## src/rtl/rx_pixel_packer.sv

```systemverilog
// Packs the UART byte stream following a start-of-frame marker into {R,G,B} pixel writes at sequential RAM addresses.
// Optional stall abort: define RX_TIMEOUT_EN to enable the idle-byte timeout and rx_error pulse.
module rx_pixel_packer #(
  parameter int          RGB_WIDTH      = 24,
  parameter int          IMG_WIDTH      = 80,
  parameter int          IMG_HEIGHT     = 120,
  parameter int          TOTAL_PIXELS   = IMG_WIDTH * IMG_HEIGHT,
  parameter int          ADDR_WIDTH     = $clog2(TOTAL_PIXELS),
  parameter logic [7:0]  SOF_BYTE       = 8'hAA,
  parameter int          TIMEOUT_CYCLES = 1_000_000
) (
  input  logic                  clk,
  input  logic                  reset,
  input  logic [7:0]            rx_data,
  input  logic                  rx_done,
  output logic                  we,
  output logic [RGB_WIDTH-1:0]  wData,
  output logic [ADDR_WIDTH-1:0] wAddr,
  output logic                  frame_done,
  output logic                  busy,
  output logic                  rx_error
);

  typedef enum logic [2:0] {WAIT_SOF, GET_R, GET_G, GET_B, DONE} state_t;

  localparam logic [ADDR_WIDTH-1:0] LAST_PIX = ADDR_WIDTH'(TOTAL_PIXELS - 1);

  state_t                  state_q, state_d;
  logic [ADDR_WIDTH-1:0]   cnt_q, cnt_d;
  logic [7:0]              r_q, r_d, g_q, g_d;
  logic                    we_q, we_d;
  logic [RGB_WIDTH-1:0]    wdata_q, wdata_d;
  logic [ADDR_WIDTH-1:0]   waddr_q, waddr_d;
  logic                    fd_q, fd_d;
  logic                    busy_q, busy_d;

`ifdef RX_TIMEOUT_EN
  localparam int IDLE_W = $clog2(TIMEOUT_CYCLES + 1);
  localparam logic [IDLE_W-1:0] IDLE_LAST = IDLE_W'(TIMEOUT_CYCLES - 1);

  logic [IDLE_W-1:0] idle_q, idle_d;
  logic              err_q, err_d;
`endif

  always_comb begin
    state_d = state_q;
    cnt_d   = cnt_q;
    r_d     = r_q;
    g_d     = g_q;
    we_d    = 1'b0;
    wdata_d = wdata_q;
    waddr_d = waddr_q;
    fd_d    = 1'b0;
`ifdef RX_TIMEOUT_EN
    idle_d  = '0;
    err_d   = 1'b0;
`endif

    case (state_q)
      WAIT_SOF: if (rx_done && rx_data == SOF_BYTE) begin
        state_d = GET_R;
        cnt_d   = '0;
      end
      GET_R: if (rx_done) begin
        r_d     = rx_data;
        state_d = GET_G;
      end
      GET_G: if (rx_done) begin
        g_d     = rx_data;
        state_d = GET_B;
      end
      GET_B: if (rx_done) begin
        we_d    = 1'b1;
        wdata_d = {r_q, g_q, rx_data};
        waddr_d = cnt_q;
        cnt_d   = cnt_q + 1'b1;
        state_d = (cnt_q == LAST_PIX) ? DONE : GET_R;
      end
      // One-cycle state: any byte strobed here is dropped.
      DONE: begin
        fd_d    = 1'b1;
        state_d = WAIT_SOF;
      end
      default: state_d = WAIT_SOF;
    endcase

`ifdef RX_TIMEOUT_EN
    // Idle count only advances while mid-frame; any byte restarts it.
    if ((state_q == GET_R || state_q == GET_G || state_q == GET_B) && !rx_done) begin
      if (idle_q == IDLE_LAST) begin
        err_d   = 1'b1;
        state_d = WAIT_SOF;
        cnt_d   = '0;
      end else begin
        idle_d  = idle_q + 1'b1;
      end
    end
`endif

    busy_d = (state_d != WAIT_SOF);
  end

  always_ff @(posedge clk or posedge reset) begin
    if (reset) begin
      state_q <= WAIT_SOF;
      cnt_q   <= '0;
      r_q     <= '0;
      g_q     <= '0;
      we_q    <= 1'b0;
      wdata_q <= '0;
      waddr_q <= '0;
      fd_q    <= 1'b0;
      busy_q  <= 1'b0;
    end else begin
      state_q <= state_d;
      cnt_q   <= cnt_d;
      r_q     <= r_d;
      g_q     <= g_d;
      we_q    <= we_d;
      wdata_q <= wdata_d;
      waddr_q <= waddr_d;
      fd_q    <= fd_d;
      busy_q  <= busy_d;
    end
  end

`ifdef RX_TIMEOUT_EN
  always_ff @(posedge clk or posedge reset) begin
    if (reset) begin
      idle_q <= '0;
      err_q  <= 1'b0;
    end else begin
      idle_q <= idle_d;
      err_q  <= err_d;
    end
  end

  assign rx_error = err_q;
`else
  // Timeout logic compiled out; the comparison is constant false for any legal limit.
  assign rx_error = (TIMEOUT_CYCLES == 0);
`endif

  assign we         = we_q;
  assign wData      = wdata_q;
  assign wAddr      = waddr_q;
  assign frame_done = fd_q;
  assign busy       = busy_q;

endmodule
```

## config.mk

```make
export PLATFORM = sky130hd
export DESIGN_NAME = rx_pixel_packer
export DESIGN_NICKNAME = d
export VERILOG_FILES = /design/src/rtl/rx_pixel_packer.sv
export SDC_FILE = /design/constraint.sdc
export NUM_CORES = 1
export LEC_CHECK = 0
export BUFFER_PORTS_ARGS = -buffer_cell sky130_fd_sc_hd__buf_4
export CAP_MARGIN = 40
export CELL_PAD_IN_SITES_DETAIL_PLACEMENT = 1
export CELL_PAD_IN_SITES_GLOBAL_PLACEMENT = 1
export CORE_UTILIZATION = 46
export CTS_BUF_LIST = sky130_fd_sc_hd__clkbuf_16
export DETAILED_ROUTE_END_ITERATION = 7
export MAX_ROUTING_LAYER = met4
export PLACE_DENSITY = 0.93
export SLEW_MARGIN = 40
export SYNTH_ARGS = -nofsm -noshare
export SYNTH_HDL_FRONTEND = slang
export SYNTH_SLANG_ARGS = --single-unit
```

## constraint.sdc

```tcl
create_clock -name clk -period 3.5 [get_ports clk]
set_clock_uncertainty 0.2 [all_clocks]
set_input_delay 0.35 -clock clk [delete_from_list [all_inputs] [get_ports clk]]
set_output_delay 0.35 -clock clk [all_outputs]
set_load 0.02 [all_outputs]
```

==> impl_results.html <==
<table>
<tr><th>Metric</th><th>Value</th></tr>
<tr><th colspan="2">Run status</th></tr>
<tr><td>Status</td><td>complete, but fails checks</td></tr>
<tr><td>Failing checks</td><td>negative hold slack</td></tr>
<tr><th colspan="2">Synthesis</th></tr>
<tr><td>Most used flip-flop cell after synthesis</td><td>sky130_fd_sc_hd__dfrtp_1</td></tr>
<tr><td>Netlist cell types</td><td>between 40 and 50</td></tr>
<tr><td>Post-synthesis async set-or-reset flop share</td><td>100.0%</td></tr>
<tr><td>Flip-flop and latch count after synthesis</td><td>74</td></tr>
<tr><td>Seq/Total Area, Yosys</td><td>60.66%</td></tr>
<tr><td>Gate count after technology mapping</td><td>between 300 and 400</td></tr>
<tr><td>Number of warning messages in the yosys log</td><td>0</td></tr>
<tr><td>Number of enable flip-flop cells after synthesis</td><td>0</td></tr>
<tr><td>Post-Syn Area</td><td>approximately 0.0031 mm²</td></tr>
<tr><td>Mean cell area of the mapped netlist</td><td>10.11 µm²</td></tr>
<tr><td>Mapped Nets</td><td>~310</td></tr>
<tr><th colspan="2">Placement</th></tr>
<tr><td>Hpwl dp</td><td>4.734 mm</td></tr>
<tr><td># port buffers</td><td>51</td></tr>
<tr><td>Dpl cells</td><td>roughly 420</td></tr>
<tr><td>Final RePlAce weighted congestion</td><td>around 0.77</td></tr>
<tr><th colspan="2">Critical path</th></tr>
<tr><td>Worst-path cell chain</td><td>nand4b_1, inv_1, nand2_1, or3_2, a21oi_1</td></tr>
<tr><td>CP max FO</td><td>25</td></tr>
<tr><td>Critical path arrival</td><td>2400 ps</td></tr>
<tr><td>Critical path startpoint category</td><td>flip-flop</td></tr>
<tr><td>Critical path type</td><td>reg -&gt; reg</td></tr>
<tr><td>Worst setup slack for register-to-register paths</td><td>about 1100 ps</td></tr>
<tr><td>Slowest stage cell on the critical path</td><td>sky130_fd_sc_hd__inv_1</td></tr>
<tr><td>Required arrival time at the worst endpoint</td><td>~3600 ps</td></tr>
<tr><td>CP Capture Type</td><td>flip-flop</td></tr>
<tr><td>CP max stage delay</td><td>roughly 540 ps</td></tr>
<tr><th colspan="2">STA</th></tr>
<tr><td>Unrepaired setup endpoints after global routing</td><td>false</td></tr>
<tr><td>Max_slew headroom</td><td>53.85%</td></tr>
<tr><td>Setup-failing EPs final</td><td>0</td></tr>
<tr><td>Maximum clock rate</td><td>around 420 MHz</td></tr>
<tr><td>Clock period minus final worst setup slack</td><td>2354 ps</td></tr>
<tr><td>Aggregate negative setup slack</td><td>0 ps</td></tr>
<tr><td>Slew at the pin with the worst max-slew slack</td><td>~690 ps</td></tr>
<tr><td>Count of final max-slew check failures</td><td>0</td></tr>
<tr><td>Final hold slack</td><td>-17.68 ps</td></tr>
<tr><td>Count of endpoints failing hold in the final timing report</td><td>19</td></tr>
<tr><td>Final clock period utilization by the worst path</td><td>about two thirds</td></tr>
<tr><th colspan="2">Pwr</th></tr>
<tr><td>Share of total power in the clock network</td><td>between 20% and 30%</td></tr>
<tr><td>Leakage power of the design</td><td>a little under 2 nW</td></tr>
<tr><td>Total power of the final layout</td><td>roughly 0.0033 W</td></tr>
<tr><td>Share of total power consumed by net switching</td><td>35.79%</td></tr>
<tr><td>VDD IR-drop max</td><td>between 0.7 and 0.8 mV</td></tr>
<tr><td>Part of the total power dissipated in sequential elements</td><td>roughly two fifths</td></tr>
<tr><td>P_int</td><td>0.002112 W</td></tr>
<tr><td>Part of the total power dissipated in combinational logic</td><td>between 30% and 40%</td></tr>
<tr><td>Power density over the cells</td><td>870.6 mW/mm²</td></tr>
<tr><td>Net Sw Power</td><td>between 0.001 and 0.0015 W</td></tr>
<tr><th colspan="2">Die</th></tr>
<tr><td>Floorplan die height</td><td>around 83 µm</td></tr>
<tr><td>Die Width</td><td>approximately 83 µm</td></tr>
<tr><td>Initial core utilization</td><td>between 40% and 50%</td></tr>
<tr><td>Die ar.</td><td>about 0.007 mm²</td></tr>
<tr><td>Count of pins on the block boundary</td><td>53</td></tr>
<tr><td>Placeable Area</td><td>0.006386 mm²</td></tr>
<tr><td>Row Count</td><td>29</td></tr>
<tr><th colspan="2">Clock network</th></tr>
<tr><td>CTS Buffer Depth</td><td>2</td></tr>
<tr><td>Post-CTS setup-driven buffer insertion count</td><td>0</td></tr>
<tr><td>Clock network latency to the later pin of the worst-skew pair</td><td>around 340 ps</td></tr>
<tr><td>Total clock buffers created by CTS</td><td>9</td></tr>
<tr><td>Number of gates given a new drive strength after cts</td><td>0</td></tr>
<tr><td>Htree depth</td><td>3</td></tr>
<tr><td>Clock slew seen by the registers of the worst setup and hold paths</td><td>60 ps</td></tr>
<tr><td>Post-CTS Hold Fix Bufs</td><td>0</td></tr>
<tr><td>CTS tree</td><td>done</td></tr>
<tr><td>Cell at the root of the clock tree</td><td>sky130_fd_sc_hd__clkbuf_16</td></tr>
<tr><td>Sinks on Clock Net</td><td>74</td></tr>
<tr><th colspan="2">Global route</th></tr>
<tr><td>Global-route usage over all layers</td><td>~27%</td></tr>
<tr><td>Pin count of the biggest net entering global routing</td><td>between 70 and 80</td></tr>
<tr><td>GR met1 Demand/Resource</td><td>about a third</td></tr>
<tr><td>Wire length of the first global-routing pass</td><td>13.87 mm</td></tr>
<tr><td>Grt total ovfl</td><td>0</td></tr>
<tr><td>Via count of the first global-routing pass</td><td>roughly 2600</td></tr>
<tr><td>Number of antenna violations at the first check in global routing</td><td>0</td></tr>
<tr><td>M2 GR Usage</td><td>between 40% and 50%</td></tr>
<tr><td>Global-route layer with the greatest usage</td><td>met2</td></tr>
<tr><td>Met3 usage in global routing</td><td>6.231%</td></tr>
<tr><th colspan="2">Finish</th></tr>
<tr><td>Area growth from synthesis to layout</td><td>23.77%</td></tr>
<tr><td>Layout fillers</td><td>just over 700</td></tr>
<tr><td>Total number of nets in the final design</td><td>362</td></tr>
<tr><td>Fraction of final layout cells with drive strength greater than 1</td><td>roughly 26%</td></tr>
<tr><td>Fraction of the core area covered by cells at the end of the flow</td><td>59.17%</td></tr>
<tr><td>Number of cells in the finished layout apart from fillers</td><td>~430</td></tr>
<tr><td>Ant. Diodes</td><td>0</td></tr>
<tr><th colspan="2">Routing</th></tr>
<tr><td>Pre-antenna DRT Iters</td><td>4</td></tr>
<tr><td>Via-to-Cell Ratio</td><td>approximately 5.5</td></tr>
<tr><td>DRC errors left</td><td>0</td></tr>
<tr><td>Count of nets left with antenna violations after detail routing</td><td>0</td></tr>
<tr><td>Via total after detailed routing</td><td>approximately 2400</td></tr>
<tr><td>Wire length per cell after detailed routing</td><td>18.83 µm</td></tr>
<tr><td>Number of design-rule violations left by the first detailed-router iteration</td><td>between 100 and 150</td></tr>
<tr><td>Routed WL</td><td>about 8.1 mm</td></tr>
<tr><th colspan="2">Hold path</th></tr>
<tr><td>Type of the most critical hold path</td><td>in -&gt; async</td></tr>
<tr><th colspan="2">Job</th></tr>
<tr><td>Total of max-cap violations</td><td>0</td></tr>
</table>
## cells in the final DEF, fill, tap and decap left out, types with 2 or more instances in the layout
cell / instances
sky130_fd_sc_hd__o21ai_0: 6
sky130_fd_sc_hd__or3_1: 2
sky130_fd_sc_hd__buf_4: 53
sky130_fd_sc_hd__a21oi_1: 5
sky130_fd_sc_hd__nand4_1: 6
sky130_fd_sc_hd__nand3b_1: 2
sky130_fd_sc_hd__clkinvlp_4: 3
sky130_fd_sc_hd__clkbuf_16: 9
sky130_fd_sc_hd__nor2_1: 12
sky130_fd_sc_hd__dfrtp_1: 74
sky130_fd_sc_hd__inv_1: 2
sky130_fd_sc_hd__xnor2_1: 2
sky130_fd_sc_hd__and2_1: 2
sky130_fd_sc_hd__nand3_1: 5
sky130_fd_sc_hd__nand2_1: 119
sky130_fd_sc_hd__mux2_2: 16
sky130_fd_sc_hd__nor4bb_1: 2
sky130_fd_sc_hd__xor2_1: 6
sky130_fd_sc_hd__nand4b_1: 2
## layout make-up
type	count	area (µm²)	area share, %
Clock buffer	9	225.2	5.960
Multi-Input combinational cell	208	1115	29.50
Inverter	3	11.26	0.2980
Clock inverter	7	70.07	1.854
Tap cell	77	96.34	2.550
Timing Repair Buffer	54	409.1	10.83
Sequential cell	74	1852	49.01
## per-layer routing
| metal | vias to the layer above | share of wire [%] |
|---|---|---|
| met1 | 1197 | 42 |
| li1 | 1083 | - |
| met3 | 30 | 4.3 |
| met5 | - | 0 |
| met2 | 72 | 49 |
| met4 | 0 | 4.3 |
## power groups by stage
stage	clock [W]	sequential [W]	combinational, W
2_1_floorplan	0	0.00150	0.000436
4_1_cts	0.000929	0.00136	0.00103
3_5_place_dp	0	0.00136	0.000993
5_1_grt	0.000970	0.00140	0.00111
3_3_place_gp	0	0.00134	0.000949
6_report	0.000915	0.00136	0.00102
## metrics by stage
step / worst slack [ps] / cell area, µm²
finish: 1146 / 3779
global route: 958.4 / 3779
CTS: 1149 / 3779
detailed placement: 1261 / 3483
global placement: 1358 / 3480
floorplan: 1068 / 3053
## cell usage after synthesis, types with 2 or more instances
cell type	count	area, µm²
sky130_fd_sc_hd__xnor2_1	2	17.52
sky130_fd_sc_hd__nor2_1	12	45.04
sky130_fd_sc_hd__inv_1	3	11.26
sky130_fd_sc_hd__nand3b_1	2	15.01
sky130_fd_sc_hd__clkbuf_2	2	10.01
sky130_fd_sc_hd__clkbuf_1	8	30.03
sky130_fd_sc_hd__dfrtp_1	74	1852
sky130_fd_sc_hd__nand3_1	5	25.02
sky130_fd_sc_hd__nand4_1	6	37.54
sky130_fd_sc_hd__a21oi_1	5	25.02
sky130_fd_sc_hd__buf_2	4	20.02
sky130_fd_sc_hd__buf_1	2	7.510
sky130_fd_sc_hd__nor4bb_1	2	20.02
sky130_fd_sc_hd__nand2_1	119	446.7
sky130_fd_sc_hd__xor2_1	6	52.55
sky130_fd_sc_hd__or3_1	2	12.51
sky130_fd_sc_hd__o21ai_0	6	30.03
sky130_fd_sc_hd__nand4b_1	2	17.52
sky130_fd_sc_hd__and2_1	2	12.51
sky130_fd_sc_hd__mux2_2	16	180.2
## sequential cells by signal (all words and copies together) (netlist names)
register	cells
wAddr	14
busy	1
state_q	3
cnt_q	14
g_q	8
frame_done	1
we	1
wData	24
r_q	8
## worst max-delay path: cells and delay by family, from the launching register on
kind	cells	cell delay [ps]
AOI/OAI and AO/OA	1	180
and+or+nand+nor	3	900
buffers and inverters	1	540
DFF	1	450
## final timing paths
| kind | endpoint | depth (start not counted) | from |
|---|---|---|---|
| worst max-delay path | cnt_q[9] | 5 | state_q[2] |
| worst min-delay path | wAddr[0] | 3 | reset |
| worst max register to register | cnt_q[9] | 5 | state_q[2] |
| worst min register to register | wData[16] | 2 | wData[16] |
| max in group asynchronous | state_q[2] | 3 | reset |
| min in group clk | wData[3] | 3 | rx_data[3] |
## cells by family (layout without fill, tap and decap cells)
group / count (synthesis) / count (layout) / share of synthesized area, %
AO/OA/AOI/OAI: 15 / 15 / 2.869
adder cells (fa/ha/maj): 1 / 1 / 0.4098
other: 1 / 1 / 0.1228
buffers and inverters: 20 / 73 / 2.828
multiplexers: 16 / 16 / 5.902
AND/OR/NAND/NOR: 167 / 167 / 24.92
flip-flops: 74 / 74 / 60.66
XOR/XNOR: 8 / 8 / 2.295
(Power assumes the default switching activity.)
